--- src/rtl/nocpe_result_drain.sv ---
// nocpe_result_drain: gates operand feed for k_len MAC cycles on a 1xNPE PE chain, snapshots every accumulator after the skew, clears the array and streams the results out
// Ports: clk, rst (async, active-low); start/k_len job request; busy/feed_en/pe_clr job control;
//        c_flat PE accumulators in; out_valid/out_ready/out_data/out_idx/out_last result stream; done end-of-job pulse
module nocpe_result_drain #(
   parameter int DW = 32,
   parameter int NPE = 2,
   parameter int PIPE_LAT = 1,
   parameter int K_W = 8,
   localparam int IW = NPE > 1 ? $clog2(NPE) : 1
) (
   input  logic            clk,
   input  logic            rst,
   input  logic            start,
   input  logic [K_W-1:0]  k_len,
   output logic            busy,
   output logic            feed_en,
   input  logic [NPE*DW-1:0] c_flat,
   output logic            pe_clr,
   output logic            out_valid,
   input  logic            out_ready,
   output logic [DW-1:0]   out_data,
   output logic [IW-1:0]   out_idx,
   output logic            out_last,
   output logic            done
);
   localparam int SL = PIPE_LAT + NPE - 1;
   localparam int WW = $clog2(SL + 1);
   typedef enum logic [2:0] {IDLE, FEED, SKEW, CLEAR, DRAIN} state_t;
   state_t state, nxt;
   logic [K_W-1:0] cnt;
   logic [WW-1:0] w;
   logic [IW-1:0] idx;
   logic [DW-1:0] snap [NPE];
   logic done_q;
   assign busy = state != IDLE;
   assign feed_en = state == FEED;
   assign pe_clr = state == CLEAR;
   assign out_valid = state == DRAIN;
   assign out_data = snap[idx];
   assign out_idx = idx;
   assign out_last = idx == IW'(NPE - 1);
   assign done = done_q;
   always_comb begin
      nxt = state;
      case (state)
         IDLE:    nxt = start && k_len != '0 ? FEED : IDLE;
         FEED:    nxt = cnt == K_W'(1) ? SKEW : FEED;
         SKEW:    nxt = w == WW'(SL) ? CLEAR : SKEW;
         CLEAR:   nxt = DRAIN;
         DRAIN:   nxt = out_ready && out_last ? IDLE : DRAIN;
         default: nxt = IDLE;
      endcase
   end
   always_ff @(posedge clk or negedge rst) begin
      if (!rst) begin
         state <= IDLE;
         cnt <= '0;
         w <= '0;
         idx <= '0;
         done_q <= 1'b0;
         for (int i = 0; i < NPE; i++) snap[i] <= '0;
      end else begin
         state <= nxt;
         done_q <= state == DRAIN && out_ready && out_last;
         cnt <= state == IDLE ? k_len : state == FEED ? cnt - K_W'(1) : cnt;
         // w counts skew cycles; the last feed cycle is w=0, so the first skew cycle is w=1
         w <= state == FEED ? WW'(1) : state == SKEW ? w + WW'(1) : '0;
         idx <= state == CLEAR ? '0 : state == DRAIN && out_ready ? idx + IW'(1) : idx;
         // b forwarding delays PE i by i cycles beyond the pipeline latency
         for (int i = 0; i < NPE; i++)
            if (state == SKEW && w == WW'(PIPE_LAT + i)) snap[i] <= c_flat[i*DW +: DW];
      end
   end
endmodule

--- config.mk ---
export PLATFORM = sky130hd
export DESIGN_NAME = nocpe_result_drain
export DESIGN_NICKNAME = d
export VERILOG_FILES = /design/src/rtl/nocpe_result_drain.sv
export SDC_FILE = /design/constraint.sdc
export NUM_CORES = 1
export LEC_CHECK = 0
export CORE_UTILIZATION = 55
export DETAILED_ROUTE_END_ITERATION = 6
export DONT_BUFFER_PORTS = 1
export HOLD_SLACK_MARGIN = 0.03
export PLACE_DENSITY = 0.68
export SYNTH_ARGS = -nofsm -noshare
export SYNTH_HDL_FRONTEND = slang
export SYNTH_SLANG_ARGS = --single-unit
--- constraint.sdc ---
create_clock -name clk -period 2.8 [get_ports clk]
set_input_delay 0.7 -clock clk [delete_from_list [all_inputs] [get_ports clk]]
set_output_delay 0.7 -clock clk [all_outputs]
set_load 0.005 [all_outputs]
# ---- Yosys cells after proc, flatten, opt, wreduce, memory -nomap -nowiden
# Cells that the tools add are included.
dict set report word_totals {
  output_inout_bits 39
  wordCells 44
  register_bits 79
  inputBits 76
}
dict set report classes {
  n_bitwise 1
  muxes 14
  addsub 3
  eq_ne 7
  n_lt_le_gt_ge 1
  n_reduce_logical 11
}
# op n
set ops {}
lappend ops {{2-to-1 mux 32 bit} 3}
lappend ops {{2-to-1 mux 8 bit} 2}
lappend ops {{case mux 3 bit (5 select lines)} 1}
lappend ops {{equality test 8 x 1 -> 1 bit, second input constant} 1}
lappend ops {{nonzero test 8 bit} 1}
lappend ops {{subtractor 8 x 1 -> 8 bit, second input constant} 1}
lappend ops {{equality test 3 x 2 -> 1 bit, second input constant} 2}
lappend ops {{logical AND 1 bit} 6}
lappend ops {{2-to-1 mux 2 bit} 3}
lappend ops {{2-to-1 mux 1 bit} 4}
lappend ops {{nonzero test 2 bit} 2}
lappend ops {{equality test 3 x 1 -> 1 bit, second input constant} 1}
lappend ops {{equality test 3 bit, second input constant} 1}
lappend ops {{zero test 3 bit} 1}
lappend ops {{2-to-1 mux 3 bit} 1}
lappend ops {{nonzero test 3 bit} 1}
lappend ops {{adder 2 x 1 -> 2 bit, second input constant} 1}
lappend ops {{equality test 2 x 1 -> 1 bit, second input constant} 1}
lappend ops {{equality test 2 bit, second input constant} 1}
lappend ops {{>= comparator 2 bit, second input constant} 1}
lappend ops {{NOT 1 -> 2 bit} 1}
lappend ops {{adder 1 bit, second input constant} 1}

# ---- Longest topological paths before layout
# Gate-level depths: netlist of the first run.
dict set report depth {
  ltp_word 4
  depth_mapped 6
  mapped_depth_nobuf 6
}

# ---- Least setup slack after synthesis of the first run
# OpenSTA, ideal clock, no wires.
dict set report synth_path {
  path_type {register to output}
  start {register idx (netlist: out_idx)}
  end {output out_data[10]}
  t_required_ns 2.100
  arrival_ns 1.366
  path_buffers 2
  slack_ns 0.734
  stages_incl_launch_ff 4
  path_cell_list {dfrtp_1 > clkbuf_1 > buf_1 > mux2_2}
}
dict set report synth_between {
  elab_chain_cells 4
}
# item line
set synth_lines {}
lappend synth_lines {{from (decl)} 32} ;# logic [IW-1:0] idx;
lappend synth_lines {{from (signal assigned)} 68} ;# idx <= state == CLEAR ? '0 : state == DRAIN && out_ready ? idx + IW'(1) : idx;
lappend synth_lines {{NOT 1 -> 2 bit (implied by the code)} 39} ;# assign out_data = snap[idx];
lappend synth_lines {{2-to-1 mux 32 bit (implied by the code) (3 in a row)} 39}
lappend synth_lines {{to (decl)} 21} ;# output logic [DW-1:0] out_data,
# No other way between the ends. The select of a mux whose other input is x is not followed.

# ---- Worst setup path in the final report of the first run
dict set report layout_path {
  start {register idx (netlist: out_idx)}
  end {output out_data[21]}
}
# The elaborated chain is that of the path after synthesis.

==> results.md, run 1 <==
- Reg2reg end: snap[20]
- HPWL Detailed: 4640 µm
- CP Class: flip-flop to primary output
- Final Util: 0.615
- Die Wd: 86.0 µm
- Fin crit period: 2.30 ns
- Post-synthesis sequential area ratio: 0.509
- Crit path launch: out_idx
- Final hold vios: 0
- Hold Path Class: input pin to asynchronous set/reset pin
- GP Congestion: 0.718
- Metal2 WL: 3230 µm
- Largest net degree at the start of global routing: 80
- Initial antenna violation count: 0
- DRT iter0 DRCs: 45
- Layout cell share with drive strength beyond 1: 0.453
- Worst Setup End Kind: primary output
- Drt drc: 0
- RSZ-0062 raised after global routing: no
- Total global routing overflow: 0
- Crit share post-route: 0.821
- Max clock buf depth: 2
- Pre-CTS setup slack: 0.665 ns
- Total wire length: 6970 µm
- Post-route ant nets: 0
- M1 WL: 3210 µm
- H-tree depth: 3
- Pwr Density: 694 nW/µm²
- Syn_nets: 349
- Pleak: 1.84 nW
- Max VDD drop: 0.415 mV
- Setup Viol. Count Final: 0
- TritonCTS Sinks: 79
- Required @ worst endpoint: 2.10 ns
- Reg clk slew, reported paths: 0.08 ns
- Syn Inst Count: 269
- Clock skew: 0.00642 ns
- DR WL met3: 455 µm
- Tot GR Track Use: 0.195
- CTS tree: done
- Vias in the first global route: 2114
- R2r worst-path depth: 5
- Max Cap Viol: 0
- Ports: 115
- Nets: 349
- IO Port Bufs: 0
- First-pass DRT Iterations: 4
- Synth Register Bits: 79
- Starting Density: 0.571
- Non-Filler Instances: 370
- CP endpoint: out_data[21]
- Postcts setup bufs: 0
- Peak fanout along the critical path: 22
- Crit Reg-Reg Startpoint: state[0]
- Antenna cells: 0
- Global-route wire length before repair: 10900 µm
- Setup TNS: 0 ns
- Relative slew slack: 0.638
- Reg2reg setup slack: 0.66 ns
- Die area: 7400 µm²
- Netlist cell types: 33
- CTS buffer count: 9
- Max layer used: met4
- Status: complete, no violations
- Critical Path Start Type: flip-flop
- Worst hold margin: 0.233 ns
- Worst slew pin tran: 0.542 ns
- Core Area: 6790 µm²
- Synth Warn #: 0
- DR WL/cell: 18.8 µm
- Clock latency on the worst-skew pair: 0.34 ns
- PnR worst setup slack: 0.500 ns
- Mapped Avg Cell Area: 14.4 µm²
- Synthesized cell area: 3880 µm²
- Vias: 2026
- Root Driver: clkbuf_8
- Fmax: 435 MHz
- Vias per cell: 5.48
- Max-slew violation count: 0
- CP arrival: 1.60 ns
- # rows: 30
- Die Height: 86.0 µm
- Placed insts: 353
- Area grow syn2layout: 7.61%
[where the power goes]
group	switching, mW	internal, mW
clock	0.414	0.409
combinational	0.273	0.378
sequential	0.167	1.26
[routing by layer]
metal	global-route usage	vias up
li1	-	955
met1	0.262	994
met2	0.299	70
met3	0.0549	7
met4	0.0773	0
met5	0	-
[worst min path at each step]
stage               startpoint  endpoint  slack, ns  cells past startpoint
global placement           rst   snap[4]       0.41                      0
detailed placement         rst  snap[36]       0.41                      0
finish                     rst  snap[36]       0.23                      1
global route               rst  snap[36]       0.24                      1
floorplan                  rst    cnt[0]       0.40                      0
CTS                        rst  snap[36]       0.24                      1
[placed cells by master, fill, tap and decap left out, types with 2 or more instances in the layout]
master / n
or4_1: 2
nor2_1: 9
o22ai_1: 5
mux2i_1: 5
ha_1: 4
nor3b_1: 2
nand2_1: 10
clkbuf_8: 9
nor3_1: 2
o21ai_0: 6
and2_2: 2
and3_1: 2
mux2_4: 60
inv_1: 8
a21oi_1: 8
clkinv_2: 3
nand3_1: 2
mux2_2: 36
dfrtp_1: 78
buf_12: 3
[flip-flops by register name (all words and copies together) (netlist names)]
signal,cells
state,3
done,1
cnt,8
out_idx,1
w,2
snap,64
[per-stage QoR]
step           power (mW)  cell area [µm²]
5_1_grt              3.05             4180
3_3_place_gp         2.07             3960
2_1_floorplan        1.95             3880
3_5_place_dp         2.08             3960
4_1_cts              2.94             4180
6_report             2.90             4180
[layout make-up]
type,count,area (µm²)
Clock buffer,10,128
Clock inverter,6,61.3
Inverter,8,30.0
Fill cell,515,2620
Timing Repair Buffer,5,95.1
Sequential cell,79,1980
Tap cell,96,120
Multi-Input combinational cell,166,1760
[logic make-up (layout without fill, tap and decap cells)]
family / after synthesis / count (layout) / synth area share
compound gates: 22 / 22 / 0.0332
xor+xnor: 1 / 1 / 0.00226
fa+ha+maj: 4 / 4 / 0.0129
buf+inv: 24 / 29 / 0.0367
flops: 79 / 79 / 0.509
mux: 101 / 101 / 0.349
simple gates: 38 / 38 / 0.0561
[synthesized netlist by cell type]
library cell / number / share of area
nor4b_4: 1 / 0.0061
buf_1: 3 / 0.0029
inv_1: 8 / 0.0077
nand2_1: 10 / 0.0097
nand3_1: 2 / 0.0026
o221ai_1: 1 / 0.0023
mux2_4: 60 / 0.23
clkbuf_1: 3 / 0.0029
a21oi_1: 8 / 0.010
nor3_1: 2 / 0.0026
mux2_2: 36 / 0.10
o22ai_1: 5 / 0.0081
a21o_1: 1 / 0.0019
buf_6: 6 / 0.017
ha_1: 4 / 0.013
and2b_2: 1 / 0.0023
buf_4: 1 / 0.0019
nand2b_1: 1 / 0.0016
or3_1: 1 / 0.0016
xor2_1: 1 / 0.0023
or4_4: 1 / 0.0029
nor4_1: 1 / 0.0016
mux2i_1: 5 / 0.013
or4_1: 2 / 0.0039
nor3b_1: 2 / 0.0039
nand2b_2: 1 / 0.0023
and3_1: 2 / 0.0032
and2_1: 2 / 0.0032
nor2_1: 9 / 0.0087
o221a_2: 1 / 0.0029
dfrtp_1: 79 / 0.51
buf_2: 3 / 0.0039
o21ai_0: 6 / 0.0077
[critical path: stages (launching register included)]
cell and delay (ns):
dfrtp_2 0.63, buf_12 0.24, mux2_2 0.38
[what timing repair did]
action / in CTS / in global routing
hold buffers: 1 / 0
endpoints found under the hold margin: 79 / 0
setup endpoints to repair: 0 / 0
resized for setup: 0 / 0
Note: power is estimated with default switching activity, not from simulation.
==> run 2, diff against run 1 <==
==> constraint.sdc (replaced) <==
create_clock -name clk -period 2.3 [get_ports clk]
set_input_delay 0.575 -clock clk [delete_from_list [all_inputs] [get_ports clk]]
set_output_delay 0.575 -clock clk [all_outputs]
set_load 0.005 [all_outputs]
==> results.md, run 2 (synthesis results as in run 1) <==
- CTS buffer count: 9
- # rows: 30
- First-pass DRT Iterations: 4
- Most frequent cells in the layout: dfrtp_1 (78), mux2_4 (60), mux2_2 (36), nand2_1 (10)
- DR WL/cell: 18.8 µm
- Clock skew: 0.00991 ns
- Total global routing overflow: 0
- Pleak: 1.85 nW
- Global-route wire length before repair: 10700 µm
- Layout cell share with drive strength beyond 1: 0.455
- Root Driver: clkbuf_8
- Postcts setup bufs: 0
- Die Wd: 86.0 µm
- Fillers: 544
- Worst slew pin tran: 0.561 ns
- Slowest stage delay, CP: 0.53 ns
- Hold Path Class: input pin to asynchronous set/reset pin
- Clock latency on the worst-skew pair: 0.35 ns
- Max-slew violation count: 0
- Final hold vios: 79
- Setup Viol. Count Final: 0
- Total wire length: 7030 µm
- H-tree depth: 3
- Max clock buf depth: 2
- Drt drc: 0
- Worst hold margin: -0.0888 ns
- Antenna cells: 0
- Comb power frac: 0.229
- Peak fanout along the critical path: 15
- Status: finished with violations
- Clk network pwr share: 0.309
- Critical Path Start Type: flip-flop
- TritonCTS Sinks: 79
- Area grow syn2layout: 7.96%
- Reg clk slew, reported paths: 0.09 ns
- Reg power frac: 0.462
- Largest Register: snap
- Vias per cell: 5.50
- Relative slew slack: 0.625
- Largest net degree at the start of global routing: 80
- Internal Power: 2.60 mW
- CP Cell Sequence: buf_4, or3_1
- Vias: 2051
- Worst path slowest cell: or3_1
- CP Class: flip-flop to primary output
- Final Util: 0.617
- Fmax: 500 MHz
- Initial antenna violation count: 0
- RSZ-0062 raised after global routing: no
- Ports: 115
- Die Height: 86.0 µm
- Sw frac: 0.280
- Required @ worst endpoint: 1.73 ns
- Nets: 352
- Vias in the first global route: 2018
- DRT iter0 DRCs: 76
- Max reg flops: 64
- Starting Density: 0.571
- Core Area: 6790 µm²
- Commonest non-fill, non-tap cell in the layout: dfrtp_1
- Fin crit period: 2.00 ns
- CP arrival: 1.42 ns
- Failing checks: hold timing
- GP Congestion: 0.770
- IO Port Bufs: 0
- Die area: 7400 µm²
- Worst Setup End Kind: primary output
- Resized Gates After CTS: 0
- HPWL Detailed: 4590 µm
- Setup TNS: 0 ns
- Tot GR Track Use: 0.194
- Pwr Density: 861 nW/µm²
- Crit share post-route: 0.869
- Max VDD drop: 0.463 mV
- Regs by FF count: snap: 64 flops, cnt: 8 flops, state: 3 flops
- Post-route ant nets: 0
- CTS tree: done
- P_sw: 1.01 mW
- Max Cap Viol: 0
## run 2: cell types whose count changed in the layout (fill, tap and decap cells not counted)
cell       before  now
buf_4           1    6
clkinv_2        3    1
buf_12          3    2
buf_16          1    0
bufinv_16       1    2
clkbuf_1        1    2
clkinv_4        1    0
inv_6           0    1
## run 2: final cells by class
| type | instances | area, µm² | share of cell area |
|---|---|---|---|
| Inverter | 8 | 30.0 | 0.00717 |
| Clock inverter | 5 | 81.3 | 0.0194 |
| Tap cell | 96 | 120 | 0.0287 |
| Timing Repair Buffer | 8 | 85.1 | 0.0203 |
| Multi-Input combinational cell | 166 | 1760 | 0.421 |
| Sequential cell | 79 | 1980 | 0.472 |
| Clock buffer | 11 | 131 | 0.0314 |
## run 2: metal layers
| layer | share of wire | vias to the layer above | wire length, µm | GRT usage |
|---|---|---|---|---|
| li1 | - | 959 | - | - |
| met2 | 0.45 | 68 | 3170 | 0.284 |
| met1 | 0.46 | 1011 | 3250 | 0.272 |
| met5 | 0 | - | 0 | 0 |
| met3 | 0.063 | 13 | 445 | 0.0423 |
| met4 | 0.022 | 0 | 155 | 0.100 |
## run 2: worst max-delay path: cells and delay by family, from the launching register on
family	cells	cell delay [ns]
AND/OR/NAND/NOR	1	0.53
flip-flops	1	0.37
buffers and inverters	1	0.18
## run 2: final timing paths
| path | slack (ns) | endpoint | cells past startpoint | from |
|---|---|---|---|---|
| min in group clk | 0.37 | snap[8] | 1 | c_flat[40] |
| worst min register to register | 0.51 | snap[32] | 1 | snap[32] |
| max in group asynchronous | 2.27 | out_idx | 0 | rst |
| worst max-delay path | 0.30 | busy | 2 | state[0] |
| worst min-delay path | -0.09 | snap[8] | 0 | rst |
| worst max register to register | 0.62 | snap[63] | 5 | state[0] |
## run 2: metrics by stage
step           total power, mW  area (µm²)  cells  setup slack [ns]
3_5_place_dp              2.52        3980    357             0.605
2_1_floorplan             2.37        3880    269             0.359
4_1_cts                   3.65        4190    373             0.275
5_1_grt                   3.78        4190    373             0.206
6_report                  3.61        4190    373             0.300
3_3_place_gp              2.51        3980    357             0.625
## run 2: power groups by stage
stage / combinational (mW) / sequential (mW) / clock [mW]
final: 0.824 / 1.67 / 1.11
after CTS: 0.837 / 1.67 / 1.14
after floorplan: 0.703 / 1.67 / 0
after detailed placement: 0.829 / 1.69 / 0
after global placement: 0.824 / 1.69 / 0
after global routing: 0.895 / 1.69 / 1.19
==> run 3, diff against run 2 <==
--- a/config.mk
+++ b/config.mk
@@ -5,11 +5,12 @@
 export SDC_FILE = /design/constraint.sdc
 export NUM_CORES = 1
 export LEC_CHECK = 0
-export CORE_UTILIZATION = 55
+export ABC_AREA = 1
+export CORE_UTILIZATION = 63
 export DETAILED_ROUTE_END_ITERATION = 6
 export DONT_BUFFER_PORTS = 1
 export HOLD_SLACK_MARGIN = 0.03
-export PLACE_DENSITY = 0.68
+export PLACE_DENSITY = 0.77
 export SYNTH_ARGS = -nofsm -noshare
 export SYNTH_HDL_FRONTEND = slang
 export SYNTH_SLANG_ARGS = --single-unit
==> results.md, run 3 <==
- Syn Inst Count: 500
- Vias in the first global route: 3077
- Post-synthesis sequential area ratio: 0.519
- Root Driver: clkbuf_8
- Reg clk slew, reported paths: 0.08 ns
- Pre-CTS setup slack: 0.556 ns
- Status: finished with violations
- Vias per cell: 5.71
- Syn_nets: 580
- Max VDD drop: 0.391 mV
- Pwr Density: 586 nW/µm²
- Mapped Avg Cell Area: 7.62 µm²
- Max-slew violation count: 0
- DR WL/cell: 15.6 µm
- Final Power: 2.34 mW
- # rows: 27
- Placed insts: 551
- Failing checks: hold timing
- Commonest non-fill, non-tap cell in the layout: nand2_1
- Hold Path Class: input pin to asynchronous set/reset pin
- Resized Gates After CTS: 0
- Layout cell share with drive strength beyond 1: 0.0566
- Die Height: 79.8 µm
- Synthesized cell area: 3810 µm²
- Total wire length: 8870 µm
- Starting Density: 0.671
- Setup Viol. Count Final: 0
- Drt drc: 0
- Synth area leader: dfrtp_1
- Post-synth top flop: dfrtp_1
- Fillers: 489
- Max clock buf depth: 2
- Netlist cell types: 24
- GRT Max-Usage Layer: met2
- Initial antenna violation count: 0
- Fmax: 469 MHz
- Post-synth ARST share: 1.00
- Regs by FF count: snap: 64 flops, cnt: 8 flops, state: 3 flops
- Met3 global-route usage: 0.0800
- IO Port Bufs: 0
- Largest Register: snap
- Nets: 570
- Global-route wire length before repair: 14500 µm
- GP Congestion: 0.906
- Peak fanout along the critical path: 10
- Top-count cell post-synth: nand2_1
- Area grow syn2layout: 4.76%
- TritonCTS Sinks: 79
- Die area: 6360 µm²
- Worst Setup End Kind: primary output
- HPWL Detailed: 5950 µm
- Die Wd: 79.8 µm
- Met1 usage: 0.402
- CP Class: flip-flop to primary output
- RSZ-0062 raised after global routing: no
- CTS buffer count: 9
- CTS tree: done
- CP arrival: 1.56 ns
- Largest net degree at the start of global routing: 80
- DRT iter0 DRCs: 237
- EDFF count, synth: 0
- PnR worst setup slack: 0.169 ns
- Synth Register Bits: 79
- Max Cap Viol: 0
- Final hold vios: 79
- Worst hold margin: -0.0817 ns
- Setup TNS: 0 ns
- Clock skew: 0.00852 ns
- Non-Filler Instances: 567
- Total global routing overflow: 0
- Vias: 3237
- Largest cells by area after synthesis: dfrtp_1 (52%), nand2_1 (25%), nand3_1 (10%)
- Clock latency on the worst-skew pair: 0.34 ns
- Core Area: 5680 µm²
- Ports: 115
- Antenna cells: 0
- Final Util: 0.703
- Worst slew pin tran: 0.558 ns
- Post-synth top cells: nand2_1 (257), dfrtp_1 (79), nand3_1 (76), inv_1 (18), nor2_1 (14)
- Synth Warn #: 0
- Relative slew slack: 0.628
- Post-route ant nets: 0
- H-tree depth: 3
- Postcts setup bufs: 0
- Most frequent cells in the layout: nand2_1 (257), dfrtp_1 (79), nand3_1 (76), inv_1 (18), nor2_1 (14)
- Proportion of netlist area held by the largest area contributor: 0.519
- Met2 Use GR: 0.461
- Required @ worst endpoint: 1.73 ns
- First-pass DRT Iterations: 4
- Fin crit period: 2.13 ns
- Crit share post-route: 0.926
- Tot GR Track Use: 0.301
- Max reg flops: 64
- Critical Path Start Type: flip-flop
- Pleak: 1.97 nW
run 3: cell count changes in the layout (fill, tap and decap cells not counted), moves of 4 or more:
cell / delta
nand2_1: +247
inv_1: +10
mux2_4: -60
mux2i_1: -5
o22ai_1: -4
a21oi_1: -7
nand3_1: +74
nor2_1: +5
mux2_2: -36
run 3: kinds of logic (layout without fill, tap and decap cells):
kind of cell,Yosys count,count (layout),synth area share
buf+inv,49,44,0.0631
compound gates,14,14,0.0220
flops,79,79,0.519
simple gates,354,354,0.383
fa+ha+maj,4,4,0.0131
run 3: area by class of cell:
type                    count  area (µm²)  area share
repair buffers              8        72.6      0.0182
inverters                  20        75.1      0.0188
clock buffers              11         151      0.0379
flip-flops and latches     79        1980       0.495
well taps                  72        90.1      0.0226
multi-input cells         372        1590       0.399
clock inverters             5        32.5     0.00815
run 3: worst max-delay path, stage by stage (launching register included):
cell	delay (ns)
dfrtp_1	0.44
nor2_2	0.34
nand2_1	0.27
inv_2	0.17
run 3: stage by stage:
stage	cell area, µm²	hold slack (ns)
after CTS	3990	-0.0885
after global routing	3990	-0.102
after global placement	3810	0.281
final	3990	-0.0817
after detailed placement	3810	0.281
after floorplan	3810	0.279
run 3: worst paths after layout:
path,startpoint,endpoint,slack [ns],depth (start not counted)
max reg2reg,state[0],snap[46],0.61,5
max,state[2],feed_en,0.17,3
min reg2reg,snap[19],snap[19],0.48,2
min in group clk,c_flat[16],snap[48],0.37,2
max in group asynchronous,rst,w[0],2.26,0
min,rst,snap[57],-0.08,0
run 3: power breakdown:
group	internal, mW	leakage (nW)	switching (mW)
clock network	0.447	0.0873	0.501
registers	1.39	0.728	0
logic	0.00157	1.15	0.00201
run 3: routing by layer:
metal / part of all wire / up-vias
li1: - / 1546
met4: 0.026 / 0
met3: 0.097 / 23
met5: 0 / -
met1: 0.41 / 1521
met2: 0.47 / 147
